### config.mk
export PLATFORM = sky130hd
export DESIGN_NAME = pc_unit
export DESIGN_NICKNAME = d
export VERILOG_FILES = /design/src/rtl/pc_unit_pkg.sv /design/src/rtl/pc_ras.sv /design/src/rtl/pc_unit.sv
export SDC_FILE = /design/constraint.sdc
export NUM_CORES = 1
export LEC_CHECK = 0
export CAP_MARGIN = 20
export CORE_AREA = 2 2 180 182
export DETAILED_ROUTE_END_ITERATION = 16
export DIE_AREA = 0 0 182 184
export PLACE_DENSITY = 0.6
export SETUP_SLACK_MARGIN = 0.05
export SLEW_MARGIN = 20
export SYNTH_ARGS = -nofsm -noshare
export SYNTH_HDL_FRONTEND = slang
export SYNTH_SLANG_ARGS = --single-unit
### constraint.sdc
create_clock -name clk -period 4.3 [get_ports clk]
set_input_delay 1.075 -clock clk [delete_from_list [all_inputs] [get_ports clk]]
set_output_delay 1.075 -clock clk [all_outputs]
set_load 0.005 [all_outputs]
### src/rtl/pc_unit_pkg.sv
// Shared next-PC operation encodings and default vectors for the PC unit.
package pc_unit_pkg;

  localparam logic [2:0] NPC_PLUS4    = 3'd0;
  localparam logic [2:0] NPC_BRANCH   = 3'd1;
  localparam logic [2:0] NPC_JUMP_IMM = 3'd2;
  localparam logic [2:0] NPC_JUMP_REG = 3'd3;
  localparam logic [2:0] NPC_ERET     = 3'd4;

  localparam logic [31:0] RESET_VEC_DEF = 32'h0000_3000;
  localparam logic [31:0] EXC_VEC_DEF   = 32'h0000_4180;

  // Only the two jump forms may write a return address onto the stack.
  function automatic logic is_link_op(input logic [2:0] op);
    return (op == NPC_JUMP_IMM) || (op == NPC_JUMP_REG);
  endfunction

endpackage

### src/rtl/pc_ras.sv
// Circular return-address stack: push/pop/replace-top, oldest entry overwritten when full.
module pc_ras #(
  parameter int WIDTH = 32,
  parameter int DEPTH = 4
) (
  input  logic             clk_i,
  input  logic             rst_i,
  input  logic             push_i,
  input  logic             pop_i,
  input  logic [WIDTH-1:0] push_data_i,
  output logic             valid_o,
  output logic [WIDTH-1:0] top_o
);

  localparam int PW = $clog2(DEPTH);
  localparam int CW = PW + 1;

  logic [WIDTH-1:0] mem_q [DEPTH];
  logic [PW-1:0]    ptr_q, ptr_d, top_idx, wr_idx;
  logic [CW-1:0]    cnt_q, cnt_d;

  // ptr_q names the next free slot; the top entry sits just below it.
  assign top_idx = ptr_q - PW'(1);
  assign wr_idx  = pop_i ? top_idx : ptr_q;
  assign valid_o = (cnt_q != '0);
  assign top_o   = valid_o ? mem_q[top_idx] : '0;

  always_comb begin
    ptr_d = ptr_q;
    cnt_d = cnt_q;
    if (push_i && pop_i) begin
      if (cnt_q == '0) cnt_d = CW'(1);
    end else if (push_i) begin
      ptr_d = ptr_q + PW'(1);
      if (cnt_q != CW'(DEPTH)) cnt_d = cnt_q + CW'(1);
    end else if (pop_i && (cnt_q != '0)) begin
      ptr_d = ptr_q - PW'(1);
      cnt_d = cnt_q - CW'(1);
    end
  end

  always_ff @(posedge clk_i) begin
    if (rst_i) begin
      ptr_q <= '0;
      cnt_q <= '0;
    end else begin
      ptr_q <= ptr_d;
      cnt_q <= cnt_d;
    end
  end

  always_ff @(posedge clk_i) begin
    if (push_i) mem_q[wr_idx] <= push_data_i;
  end

endmodule

### src/rtl/pc_unit.sv
// PC register with next-PC selection, exception entry/ERET, EPC capture and
// a return-address stack that flags mispredicted function returns.
module pc_unit
  import pc_unit_pkg::*;
#(
  parameter int               WIDTH     = 32,
  parameter logic [WIDTH-1:0] RESET_VEC = WIDTH'(RESET_VEC_DEF),
  parameter logic [WIDTH-1:0] EXC_VEC   = WIDTH'(EXC_VEC_DEF),
  parameter int               RAS_DEPTH = 4
) (
  input  logic             clk,
  input  logic             rst,
  input  logic             pc_we,
  input  logic [2:0]       npc_op,
  input  logic             br_take,
  input  logic [25:0]      imm26,
  input  logic [WIDTH-1:0] rs_val,
  input  logic             link,
  input  logic             ret_hint,
  input  logic             exc_req,
  output logic [WIDTH-1:0] pc,
  output logic [WIDTH-1:0] npc,
  output logic [WIDTH-1:0] epc,
  output logic             exl,
  output logic             ras_valid,
  output logic [WIDTH-1:0] ras_top,
  output logic             ret_mispredict
);

  localparam logic [WIDTH-1:0] REGION_LOW = WIDTH'({28{1'b1}});

  logic [WIDTH-1:0] pc_q, pc_d, epc_q, epc_d;
  logic             exl_q, exl_d, mis_q, mis_d;
  logic [WIDTH-1:0] pc_plus4, br_off, jmp_tgt;
  logic             exc_take, upd, ras_push, ras_pop;

  assign pc_plus4 = pc_q + WIDTH'(4);
  assign br_off   = {{(WIDTH-18){imm26[15]}}, imm26[15:0], 2'b00};
  // Jump keeps the 256 MB region of the delay-slot-free successor PC.
  assign jmp_tgt  = (pc_plus4 & ~REGION_LOW) | WIDTH'({imm26, 2'b00});

  always_comb begin
    npc = pc_plus4;
    case (npc_op)
      NPC_BRANCH:   npc = br_take ? (pc_plus4 + br_off) : pc_plus4;
      NPC_JUMP_IMM: npc = jmp_tgt;
      NPC_JUMP_REG: npc = rs_val;
      NPC_ERET:     npc = epc_q;
      default:      npc = pc_plus4;
    endcase
  end

  // A misaligned register target faults even inside the handler.
  assign exc_take = pc_we && ((exc_req && !exl_q) ||
                              ((npc_op == NPC_JUMP_REG) && (rs_val[1:0] != 2'b00)));
  assign upd      = pc_we && !exc_take;
  assign ras_pop  = upd && (npc_op == NPC_JUMP_REG) && ret_hint;
  assign ras_push = upd && link && is_link_op(npc_op);

  always_comb begin
    pc_d  = pc_q;
    epc_d = epc_q;
    exl_d = exl_q;
    mis_d = 1'b0;
    if (exc_take) begin
      pc_d  = EXC_VEC;
      epc_d = pc_q;
      exl_d = 1'b1;
    end else if (upd) begin
      pc_d = npc;
      if (npc_op == NPC_ERET) exl_d = 1'b0;
      if (ras_pop) mis_d = !ras_valid || (rs_val != ras_top);
    end
  end

  always_ff @(posedge clk) begin
    if (rst) begin
      pc_q  <= RESET_VEC;
      epc_q <= '0;
      exl_q <= 1'b0;
      mis_q <= 1'b0;
    end else begin
      pc_q  <= pc_d;
      epc_q <= epc_d;
      exl_q <= exl_d;
      mis_q <= mis_d;
    end
  end

  pc_ras #(
    .WIDTH (WIDTH),
    .DEPTH (RAS_DEPTH)
  ) u_ras (
    .clk_i       (clk),
    .rst_i       (rst),
    .push_i      (ras_push),
    .pop_i       (ras_pop),
    .push_data_i (pc_plus4),
    .valid_o     (ras_valid),
    .top_o       (ras_top)
  );

  assign pc             = pc_q;
  assign epc            = epc_q;
  assign exl            = exl_q;
  assign ret_mispredict = mis_q;

endmodule

Word level (Yosys, flattened, before mapping). Memories as Yosys holds them, arrays and structs flattened. Index checks and enable logic that the tools add are counted.

Bits in registers: 71. RAM bits: 128. Bits of input ports: 68. Logic and storage cells: 72. Memories kept: 1.

Add/subtract/negate cells: 6. Equal/unequal tests: 8. Mux-type cells: 18. Bitwise logic cells: 4. Reduce and logical (&&, ||, !) cells: 28.

Memory list: u_ras.mem_q (words 4, width 32, read ports 1, clocked after memory_dff 0, write ports 1, line pc_ras.sv:18) `logic [WIDTH-1:0] mem_q [DEPTH];`.

Operators by type and width (count): $pmux W32 S4 (1); $mux W32 (2); $add A32 B3 Y32 const B (1); $add A32 B32 Y32 (1); $ne A32 B32 Y1 (1); $or A32 B28 Y32 (1); $mux W15 (2); $mux W3 (5); $logic_and A1 B1 Y1 (10); $reduce_bool A2 Y1 (4); $eq A3 B2 Y1 const B (2); $mux W2 (3); $ne A3 B3 Y1 const B (2); $reduce_bool A3 Y1 (2); $mux W1 (5); $reduce_and A2 Y1 (2); $reduce_or A4 Y1 (1); $add A3 B1 Y3 const B (1); $eq A3 B1 Y1 const B (1); $eq A3 B3 Y1 const B (1); $logic_not A1 Y1 (3); $logic_not A3 Y1 (1); $logic_or A1 B1 Y1 (3); $not A1 Y1 (3); other kinds (6) (6).

Longest topological paths before layout.
Word-level depth: 12. Gate-level depth with buffers: 15. Gate-level depth less buffers: 15.

Modules after synthesis. Synthesis repeated with hierarchy kept, for this count alone.

Cell total of the unflattened synthesis: 1061. Area, all modules: 11365.9 µm².

Modules (own cells, without submodules): pc_unit (instances 1, cells an instance 810, area each 6122.1 µm², sequential area each 1321.3 µm²); pc_ras (instances 1, cells an instance 251, area each 5243.8 µm², sequential area each 3943.8 µm²).

Worst setup path after synthesis. OpenSTA, ideal clock, no wires.

Path type: register -> output. Start point: register pc_q[4], in the netlist pc[4]. End point: output port npc[31]. Arrival: 3.495 ns. Setup slack: -0.270 ns. Cell stages (with the launch flop): 16. Cells stage by stage: dfxtp_1 -> and3_4 -> nand4_2 -> nor2_1 -> nand4_1 -> xnor2_1 -> ha_1 -> clkbuf_2 -> o21ai_1 -> o21bai_1 -> o21a_1 -> o2111a_1 -> o31a_1 -> o21a_1 -> or4b_1 -> nand3_1.

Word-level cells in the longest chain between the ends: 4.

RTL lines: from (decl) (line pc_unit.sv:32) `logic [WIDTH-1:0] pc_q, pc_d, epc_q, epc_d;`; from (signal assigned) (line pc_unit.sv:83) `pc_q <= pc_d;`; $add A32 B3 Y32 (line pc_unit.sv:37) `assign pc_plus4 = pc_q + WIDTH'(4);`; named net pc_plus4[17] (line pc_unit.sv:34) `logic [WIDTH-1:0] pc_plus4, br_off, jmp_tgt;`; $add A32 B32 Y32 (line pc_unit.sv:45) `NPC_BRANCH: npc = br_take ? (pc_plus4 + br_off) : pc_plus4;`; $mux W32 (line pc_unit.sv:45); $pmux W32 S4 (line pc_unit.sv:44) `case (npc_op)`; to (decl) (line pc_unit.sv:22) `output logic [WIDTH-1:0] npc,`.

The timed path passes the listed nets, and every way through them passes these cells.

Worst setup path in the final report. Ends and elaborated chain as after synthesis.

==> results.md <==
- Drt pass-1 iters: 6
- Avg WL per Cell: 23.2 um
- Max_cap viols: 0
- Tot Pwr: 4.90 mW
- Syn Area/Cell: 10.2 um2
- Starting DRT DRC Count: 1,222
- CP Cell Sequence: and3_4 > nand3_4 > buf_4 > buf_6 > nor3_4 > nand2_2 > xnor2_4 > ha_4 > a21o_1 > a21oi_2 > nor3_1 > nor4_2 > a21oi_2 > o21a_1 > or4b_1 > nand3_2 > buf_2
- Share of layout cells above drive strength 1: 41.0%
- Simple-Gate Fraction of Synth Area: 15.4%
- Highest clock rate: 197 MHz
- Tmin final: 5.08 ns
- Critical Path Most Common Cell: a21oi_2
- Routability Congestion: 0.962
- Area Growth Syn to Fin: 58.6%
- Post-synthesis cell area: 11,800 um2
- WHS Path Cells: 2
- Via-to-Cell Ratio: 5.74
- Cell family contributing the most delay on the critical path: simple AND/OR/NAND/NOR gates
- First-pass GRT wire length: 69,900 um
- Seq cells post-synth: 199
- LEAKAGE: 7.19 nW
- Crit Path Class: reg -> out
- Nets: 1,776
- Seq pwr share: 42.3%
- Largest net degree at the start of global routing: 39
- Status: finished with violations
- Failing checks: setup timing
- CTS tree: done
- Critical path endpoint category: primary output
- DR DRC count: 0
- Met3 usage: 4.91%
- P_sw: 1.44 mW
- Root buffer cell: clkbuf_16
- Reg2reg start: pc[4]
- Max-Slew Margin vs Limit: 36.8%
- Period Utilization, post-route: 118%
- Non-Filler Instances: 2,086
- Vias in the first global route: 11,400
- RSZ-0062 raised after global routing: true
- # hold bufs at CTS: 0
- Hold endpoint: epc[9]
- Clock tree buffer depth: 2
- Internal: 3.46 mW
- Max-slew violations: 0
- Via count: 12,000
- HPWL Detailed: 35,300 um
- Crit path max fanout: 5
- Port Buf Inserts: 198
- Worst hold path startpoint: epc[9]
- Dpl cells: 1,975
- Startpoint types: flip-flop
- Die ar.: 33,500 um2
- Worst-Skew Late Latency: 0.45 ns
- Dominant cells by area after synthesis: edfxtp_1, dfxtp_1, nand2_1
- Core area: 31,400 um2
- Die Height: 184 um
- Post-synth cell types: 96
- Post-synth top cells: edfxtp_1, nand2_1, a21oi_1, nor2_1, dfxtp_1
- Final wirelength: 48,400 um
- Worst Tran Pin Value: 0.948 ns
- Switching Share: 29.5%
- Gr usage total: 28.1%
- Most Crowded Layer GR: met2
- Met2 usage: 45.9%
- Met1 Usage GRT: 38.3%
- Peak VDD IR: 0.287 mV
- EDFF count, synth: 128
- Clock Skew: 0.0174 ns
- Crit Reg-Reg Endpoint: pc[31]
- Largest family of logic cells by synthesized area: compound AO/OA/AOI/OAI gates
- Endpoints failing setup: 20
- Leading area contributor after synthesis: edfxtp_1
- Synth top area share: 32.5%
- I/O Pins: 199
- Initial antenna violation count: 0
- Fin. Hold Viols: 0
- Routed Antenna Nets: 0
- Total CTS buffers: 17
- Clk sinks: 199
- Final worst slack: -0.778 ns
- ANT cells: 0
- Worst path required time: 3.22 ns
- # rows: 65
- Post-Syn Instances: 1,156
- PD cells: 261 nW/um2
- CTS clk-pin slew, worst paths: 0.07 ns
- Sequential share of the synthesized area: 44.6%
- R2R depth: 17
- Ys flop type: edfxtp_1
- Die width: 182 um
- CP peak stage delay: 0.49 ns
- Yosys warns: 0
- Mux contribution to synthesized area: 9.21%
- Synth Area in XOR/XNOR: 4.87%
- Total congestion overflow: 0
- Hold/Removal Path Class: reg -> reg
- CTS H-tree depth: 4
- R2r setup slk: 0.70 ns
- Clk pwr share: 33.9%
- Starting Density: 37.6%
- Adder-Cell Fraction of Synth Area: 4.05%
- Worst path slowest cell: or4b_1
- Crit path DAT: 4.00 ns
- Synth async-reset ratio: 0%
- Comb pwr share: 23.8%
- Bufs and invs on worst path: 3
- Synth Area in Compound Gates: 18.3%
- Syn_nets: 1,261
[through the flow]
step | setup TNS [ns] | util, % | cell area [um2] | worst slack [ns] | hold WS [ns]
finish | -8.03 | 59.7 | 18700 | -0.778 | 0.477
global route | -11.10 | 59.7 | 18700 | -0.873 | 0.492
CTS | -6.93 | 57.5 | 18100 | -0.772 | 0.475
detailed placement | -23.26 | 52.1 | 16400 | -1.26 | 0.464
global placement | -23.78 | 52.1 | 16400 | -1.26 | 0.462
floorplan | -0.00383 | - | 11900 | -0.00383 | 0.463
[worst register-to-register path, stage by stage, from the launching register on]
cell and delay (ns):
dfxtp_4 0.36, and3_4 0.23, nand3_4 0.14, buf_4 0.20
buf_6 0.13, nor3_4 0.19, nand2_2 0.11, xnor2_4 0.21
ha_4 0.25, a21o_1 0.16, a21oi_2 0.16, nor3_1 0.10
nor4_2 0.29, a21oi_2 0.09, o21a_1 0.22, buf_4 0.15
or4_1 0.47, nand3b_1 0.09
[worst max path at each step]
stage	depth (start not counted)	start	slack, ns	end
floorplan	15	pc[4]	-0.004	npc[31]
global placement	13	imm26[0]	-1.26	npc[30]
detailed placement	13	imm26[0]	-1.26	npc[30]
CTS	16	pc[12]	-0.77	npc[31]
global route	17	pc[4]	-0.87	npc[31]
finish	17	pc[4]	-0.78	npc[31]
[cell families after synthesis]
family / after synthesis
multiplexers: 88
adder cells (fa/ha/maj): 37
AND/OR/NAND/NOR: 364
XOR/XNOR: 64
flip-flops: 199
buffers and inverters: 93
AO/OA/AOI/OAI: 311
[flip-flops by register name (all words and copies together) (netlist names)]
name            flops
exl                 1
epc                32
pc                 32
ret_mispredict      1
u_ras.ptr_q         2
u_ras.cnt_q         3
u_ras.mem_q       128
[final cells by class]
type                       count  area, um2
timing repair buffer         562       4830
sequential                   199       5290
fill                        2581      12700
clock inverter                14        166
inverter                      27        101
tap                          402        503
multi-input combinational    864       7420
clock buffer                  18        429
[routing by layer]
layer  part of all wire (%)  up-vias
li1                       -     5404
met3                    8.0       80
met1                     43     5930
met4                    2.6        0
met5                      0        -
met2                     47      564
[power by group through the flow]
stage	Combinational (mW)	Sequential, mW	Clock [mW]
6_report	1.16	2.07	1.66
5_1_grt	1.22	2.08	1.76
4_1_cts	1.06	2.07	1.67
3_5_place_dp	0.957	2.12	0
3_3_place_gp	0.954	2.12	0
2_1_floorplan	0.393	2.12	0
[repair_timing]
| item | 4_1_cts | 5_1_grt |
|---|---|---|
| hold endpoints to repair | 0 | 0 |
| gates cloned | 0 | 0 |
| resized for setup | 292 | 83 |
| buffers inserted | 60 | 29 |
| endpoints found under the setup margin | 30 | 27 |
| pin swaps | 118 | 88 |
[placed cells by master, fill, tap and decap left out, drive strengths merged, types with 7 or more instances in the layout]
| master | n |
|---|---|
| buf | 389 |
| clkdlybuf4s50 | 163 |
| nand2 | 129 |
| edfxtp | 128 |
| a21oi | 96 |
| nor2 | 79 |
| dfxtp | 71 |
| o21ai | 61 |
| mux2i | 39 |
| mux2 | 36 |
| inv | 36 |
| ha | 35 |
| xnor2 | 35 |
| nand3 | 30 |
| xor2 | 29 |
| nor3 | 22 |
| and2 | 20 |
| clkbuf | 20 |
| a222oi | 19 |
| a22oi | 15 |
| a22o | 15 |
| nand4 | 15 |
| nor2b | 13 |
| mux4 | 13 |
| nor4 | 10 |
| o21a | 9 |
| a211oi | 9 |
| a31oi | 9 |
| and3 | 8 |
| a2111oi | 8 |
| o211ai | 7 |
| a21o | 7 |
No activity file was read; power rests on OpenSTA's default activity.
==> patch 1 (same flow settings) <==
`RAS_DEPTH`: 4 -> 2.
--- a/src/rtl/pc_unit.sv
+++ b/src/rtl/pc_unit.sv
@@ -7,5 +7,5 @@
   parameter logic [WIDTH-1:0] RESET_VEC = WIDTH'(RESET_VEC_DEF),
   parameter logic [WIDTH-1:0] EXC_VEC   = WIDTH'(EXC_VEC_DEF),
-  parameter int               RAS_DEPTH = 4
+  parameter int               RAS_DEPTH = 2
 ) (
   input  logic             clk,
Formal check against the unedited RTL: same outputs for any inputs over 4 cycles, from zero or initial values and one cycle with rst high; that may be too few to reach the edited logic, so the function may still have changed.
==> patch 1 against the unedited design <==
The flow still finishes with violations (setup timing); clock skew decreased by 0.0050 ns; critical path type unchanged; final cell count is 9.1% lower; sequential cell count decreased by 66; synthesized area fell by 26%; synthesized cell count down 16%; count of clock-buffer cells in the layout is 3 higher; cell area fell by 18%; clock power fell by 13%; setup slack better by 0.036 ns; total power down 20%; wire length fell by 16%; combinational power shrank 5%.
==> patch 1: results (changes against the unedited design) <==
Top FF cell, synth: dfxtp_1
Post-Syn Nets: 1081 (-14%)
first-pass GRT wire length: 59.6 mm (-15%)
reg2reg setup slack: 0.60 ns (-0.10 ns)
Peak VDD IR: 0.250 mV (-13%)
Final GP Congestion: 0.909 (-5.5%)
status: finished, violations left
worst slack, placed: -1.10 ns (+0.163 ns)
FILL cells: 2914 (+13%)
vias in the first global route: 9926 (-13%)
setup ws final: -0.742 ns (+0.0362 ns)
clk_skew: 0.0124 ns (-0.00504 ns)
total track usage: 0.235 (-0.0458)
PortBufs: 198 (unchanged)
worst reg-to-reg path cell count: 20 (+3)
EDFF count, synth: 64 (-50%)
NumNets Final: 1586 (-11%)
failing checks: setup timing
share of layout cells above drive strength 1: 0.395 (-0.0148)
Worst R2R End: pc[17]
setup_tns: -8.69 ns (-0.661 ns)
routed len/inst: 21.4 um (-7.7%)
clk_lat worst skew: 0.43 ns (-0.02 ns)
Worst Path Max Fanout: 6 (+1)
Clk pin slew, worst setup/hold paths: 0.06 ns
CP max stage delay: 0.39 ns (-0.10 ns)
n_diodes: 0 (unchanged)
post-synthesis cell type count: 66 (-31%)
WP data arrival: 3.97 ns (-0.03 ns)
Setup Viol. Count Final: 21 (+5.0%)
Initial DRC Count: 1073 (-12%)
worst slew pin tran: 0.928 ns (-0.0201 ns)
pin count of the biggest net entering global routing: 37 (-5.1%)
top cells by area, synth: edfxtp_1 22%, dfxtp_1 16%, ha_1 5.2%
DR vias/cell: 5.27 (-8.1%)
Seq/Total Area, Yosys: 0.380 (-0.0658)
Synth top cells by count: 110 x nand2_1, 109 x nor2_1, 72 x a21oi_1, 69 x dfxtp_1, 64 x edfxtp_1
hold path depth: 2 (unchanged)
P_leak: 0.00637 uW (-11%)
patch 1: worst max-delay path: cells and delay by family (launching register included):
family,cells,cell delay [ns]
AOI/OAI and AO/OA,5,0.96
xor gates and xnor gates,1,0.17
adders and majority gates,2,0.45
buffers and inverters,5,0.58
DFF,1,0.37
muxes,1,0.32
and+or+nand+nor,3,0.69
patch 1: cell families (layout without fill, tap and decap cells):
logic type	count (synthesis)	after routing	share of synthesized area
adders and majority gates	37	37	0.0541
and+or+nand+nor	333	333	0.178
muxes	63	63	0.0754
AOI/OAI and AO/OA	248	248	0.193
xor gates and xnor gates	80	80	0.0822
buffers and inverters	82	600	0.0380
DFF	133	133	0.380
patch 1: per-layer routing:
metal | GRT usage | part of all wire
met1 | 0.308 | 0.43
met2 | 0.378 | 0.46
met3 | 0.0462 | 0.079
met4 | 0.0990 | 0.035
met5 | 0 | 0
patch 1: cell type report:
cell class                 count  area share
clock buffer                  21      0.0314
clock inverter                11     0.00637
inverter                      26     0.00677
multi-input combinational    761       0.402
sequential                   133       0.217
tap                          402      0.0328
timing repair buffer         542       0.304
patch 1: how the worst max path moves through the flow:
stage | start | end | slack [ns] | cells after the start
floorplan | pc[10] | npc[29] | 0.05 | 15
global placement | imm26[0] | npc[30] | -1.13 | 13
detailed placement | imm26[0] | npc[30] | -1.10 | 13
CTS | pc[7] | npc[31] | -0.66 | 16
global route | pc[2] | npc[29] | -0.86 | 17
finish | pc[2] | npc[29] | -0.74 | 17
patch 1: through the flow:
stage / instance area, um2 / std cells / total power, uW / util / hold WS, ns
final: 15300 / 1896 / 3910 / 0.488 / 0.483
after detailed placement: 13000 / 1775 / 2290 / 0.415 / 0.472
after CTS: 14800 / 1873 / 3850 / 0.473 / 0.480
after global routing: 15300 / 1896 / 4060 / 0.488 / 0.494
after global placement: 13000 / 1774 / 2280 / 0.415 / 0.464
after floorplan: 8780 / 976 / 1760 / - / 0.465
patch 1: power breakdown:
part           internal (uW)  total (uW)  switching (uW)
registers               1350        1370            19.0
logic                    559        1100             541
clock network            860        1450             588
total                   2770        3910            1150
patch 1: timing repair:
item                                    4_1_cts  5_1_grt
setup buffers                                68       29
endpoints found under the setup margin       30       27
hold buffers                                  0        0
pin swaps                                   112       71
resized for setup                           288       64
==> patch 2 (same settings) <==
Without the edit above. Remove the register `mis_q`: a continuous assignment takes its place, so the output `ret_mispredict` follows one clock earlier.
--- a/src/rtl/pc_unit.sv
+++ b/src/rtl/pc_unit.sv
@@ -79,12 +79,12 @@
       epc_q <= '0;
       exl_q <= 1'b0;
-      mis_q <= 1'b0;
     end else begin
       pc_q  <= pc_d;
       epc_q <= epc_d;
       exl_q <= exl_d;
-      mis_q <= mis_d;
     end
   end
+
+  assign mis_q = mis_d;
 
   pc_ras #(
Behaviour: not the same (Yosys sat finds a counterexample within 4 cycles, from zero or initial values and one cycle with rst high).
==> patch 2 against the unedited design <==
The flow still finishes with violations (setup timing); wire length decreased by 0.32%; sequential cell count shrank 1; clock power is 2% higher; total power is 1.4% higher; synthesized area decreased by 4.4%; cell area shrank 0.85%; count of clock-buffer cells in the layout shrank 1; first-iteration DRC count fell by 8.7%; fmax fell by 5.3%; setup slack worse by 0.29 ns.
==> patch 2: results (changes against the unedited design) <==
failing checks: setup timing
Worst Path Max Fanout: 4 (-1)
Multi-In Gates: 798 (-7.6%)
clk sink count: 198 (-0.50%)
top cells by area, synth: edfxtp_1 34%, dfxtp_1 12%, mux4_2 6.4%
pin count of the biggest net entering global routing: 45 (+15%)
cts repair resizes: 306 (+4.8%)
via count: 11665 (-2.6%)
switching share of power: 0.308 (+0.0130)
Sequential cell area: 0.00527 mm2 (-0.40%)
Post-CTS Setup Bufs: 71 (+18%)
worst slack, placed: -1.25 ns (+0.0162 ns)
CP max stage delay: 0.54 ns (+0.05 ns)
Post-Syn Nets: 1205 (-4.4%)
Final GP Congestion: 0.961 (-0.10%)
setup_tns: -12.58 ns (-4.55 ns)
share of the synthesized area in the top cell type: 0.340 (+0.0148)
final instance area: 0.0186 mm2 (-0.85%)
NumNets Final: 1733 (-2.4%)
setup ws final: -1.06 ns (-0.286 ns)
first-pass GRT wire length: 68.8 mm (-1.5%)
share of layout cells above drive strength 1: 0.419 (+0.00952)
Setup Viol. Count Final: 22 (+10%)
P_leak: 0.00737 uW (+2.5%)
initial antenna violation count: 1 (+1)
r2r startpoint: pc[7]
Post-Place Cell Area: 0.0160 mm2 (-2.0%)
Clk pin slew, worst setup/hold paths: 0.09 ns (+0.02 ns)
Finished Layout Cells: 2043 (-2.1%)
FILL cells: 2569 (-0.46%)
status: finished, violations left
non-clk buf share: 0.268 (+0.0105)
Initial DRC Count: 1116 (-8.7%)
Hold Path Origin: epc[10]
GR Util met2: 0.456 (-0.00260)
met3 track demand over resource: 0.0456 (-0.00357)
Non-CTS buffers: 572 (+1.8%)
Max Used Layer: met5
Synth top cells by count: 128 x edfxtp_1, 128 x nand2_1, 96 x a21oi_1, 77 x nor2_1, 70 x dfxtp_1
Pre-Repair DR Iteration Count: 9 (+3)
reg2reg setup slack: 0.20 ns (-0.50 ns)
vias in the first global route: 11163 (-2.0%)
wl on met1: 20.1 mm (-2.9%)
Clock Network Area Fraction: 0.0330 (+0.00121)
clock buf count: 17 (-1)
multi-input logic area: 0.00706 mm2 (-4.9%)
Peak VDD IR: 0.211 mV (-26%)
Inst Count DP: 1929 (-2.3%)
total track usage: 0.277 (-0.00418)
worst reg-to-reg path cell count: 20 (+3)
met2 wire length: 22.8 mm (+0.81%)
clk_skew: 0.0184 ns (+0.000979 ns)
Critical-path top delay cell: or4_4
post-synthesis cell type count: 73 (-24%)
## patch 2: how the worst max path moves through the flow
stage / from / to / cells after the start / slack, ns
final: pc[7] / npc[30] / 15 / -1.06
after global routing: pc[7] / npc[30] / 15 / -1.17
after CTS: pc[7] / npc[30] / 15 / -1.0
after detailed placement: imm26[0] / npc[30] / 13 / -1.25
after global placement: imm26[0] / npc[24] / 14 / -1.27
after floorplan: pc[7] / npc[30] / 16 / -0.26
## patch 2: kinds of logic (layout without fill, tap and decap cells)
logic type,count (synthesis),count (layout),share of synthesized area
and+or+nand+nor,347,347,0.145
AOI/OAI and AO/OA,277,277,0.162
DFF,198,198,0.464
buffers and inverters,104,645,0.0357
xor gates and xnor gates,76,76,0.0596
muxes,61,61,0.0917
adders and majority gates,37,37,0.0423
## patch 2: power groups by stage
stage	logic, uW	clock network, uW	registers (uW)
floorplan	383	0	2110
global placement	957	0	2100
detailed placement	958	0	2100
CTS	1100	1710	2060
global route	1270	1790	2060
finish	1210	1700	2060
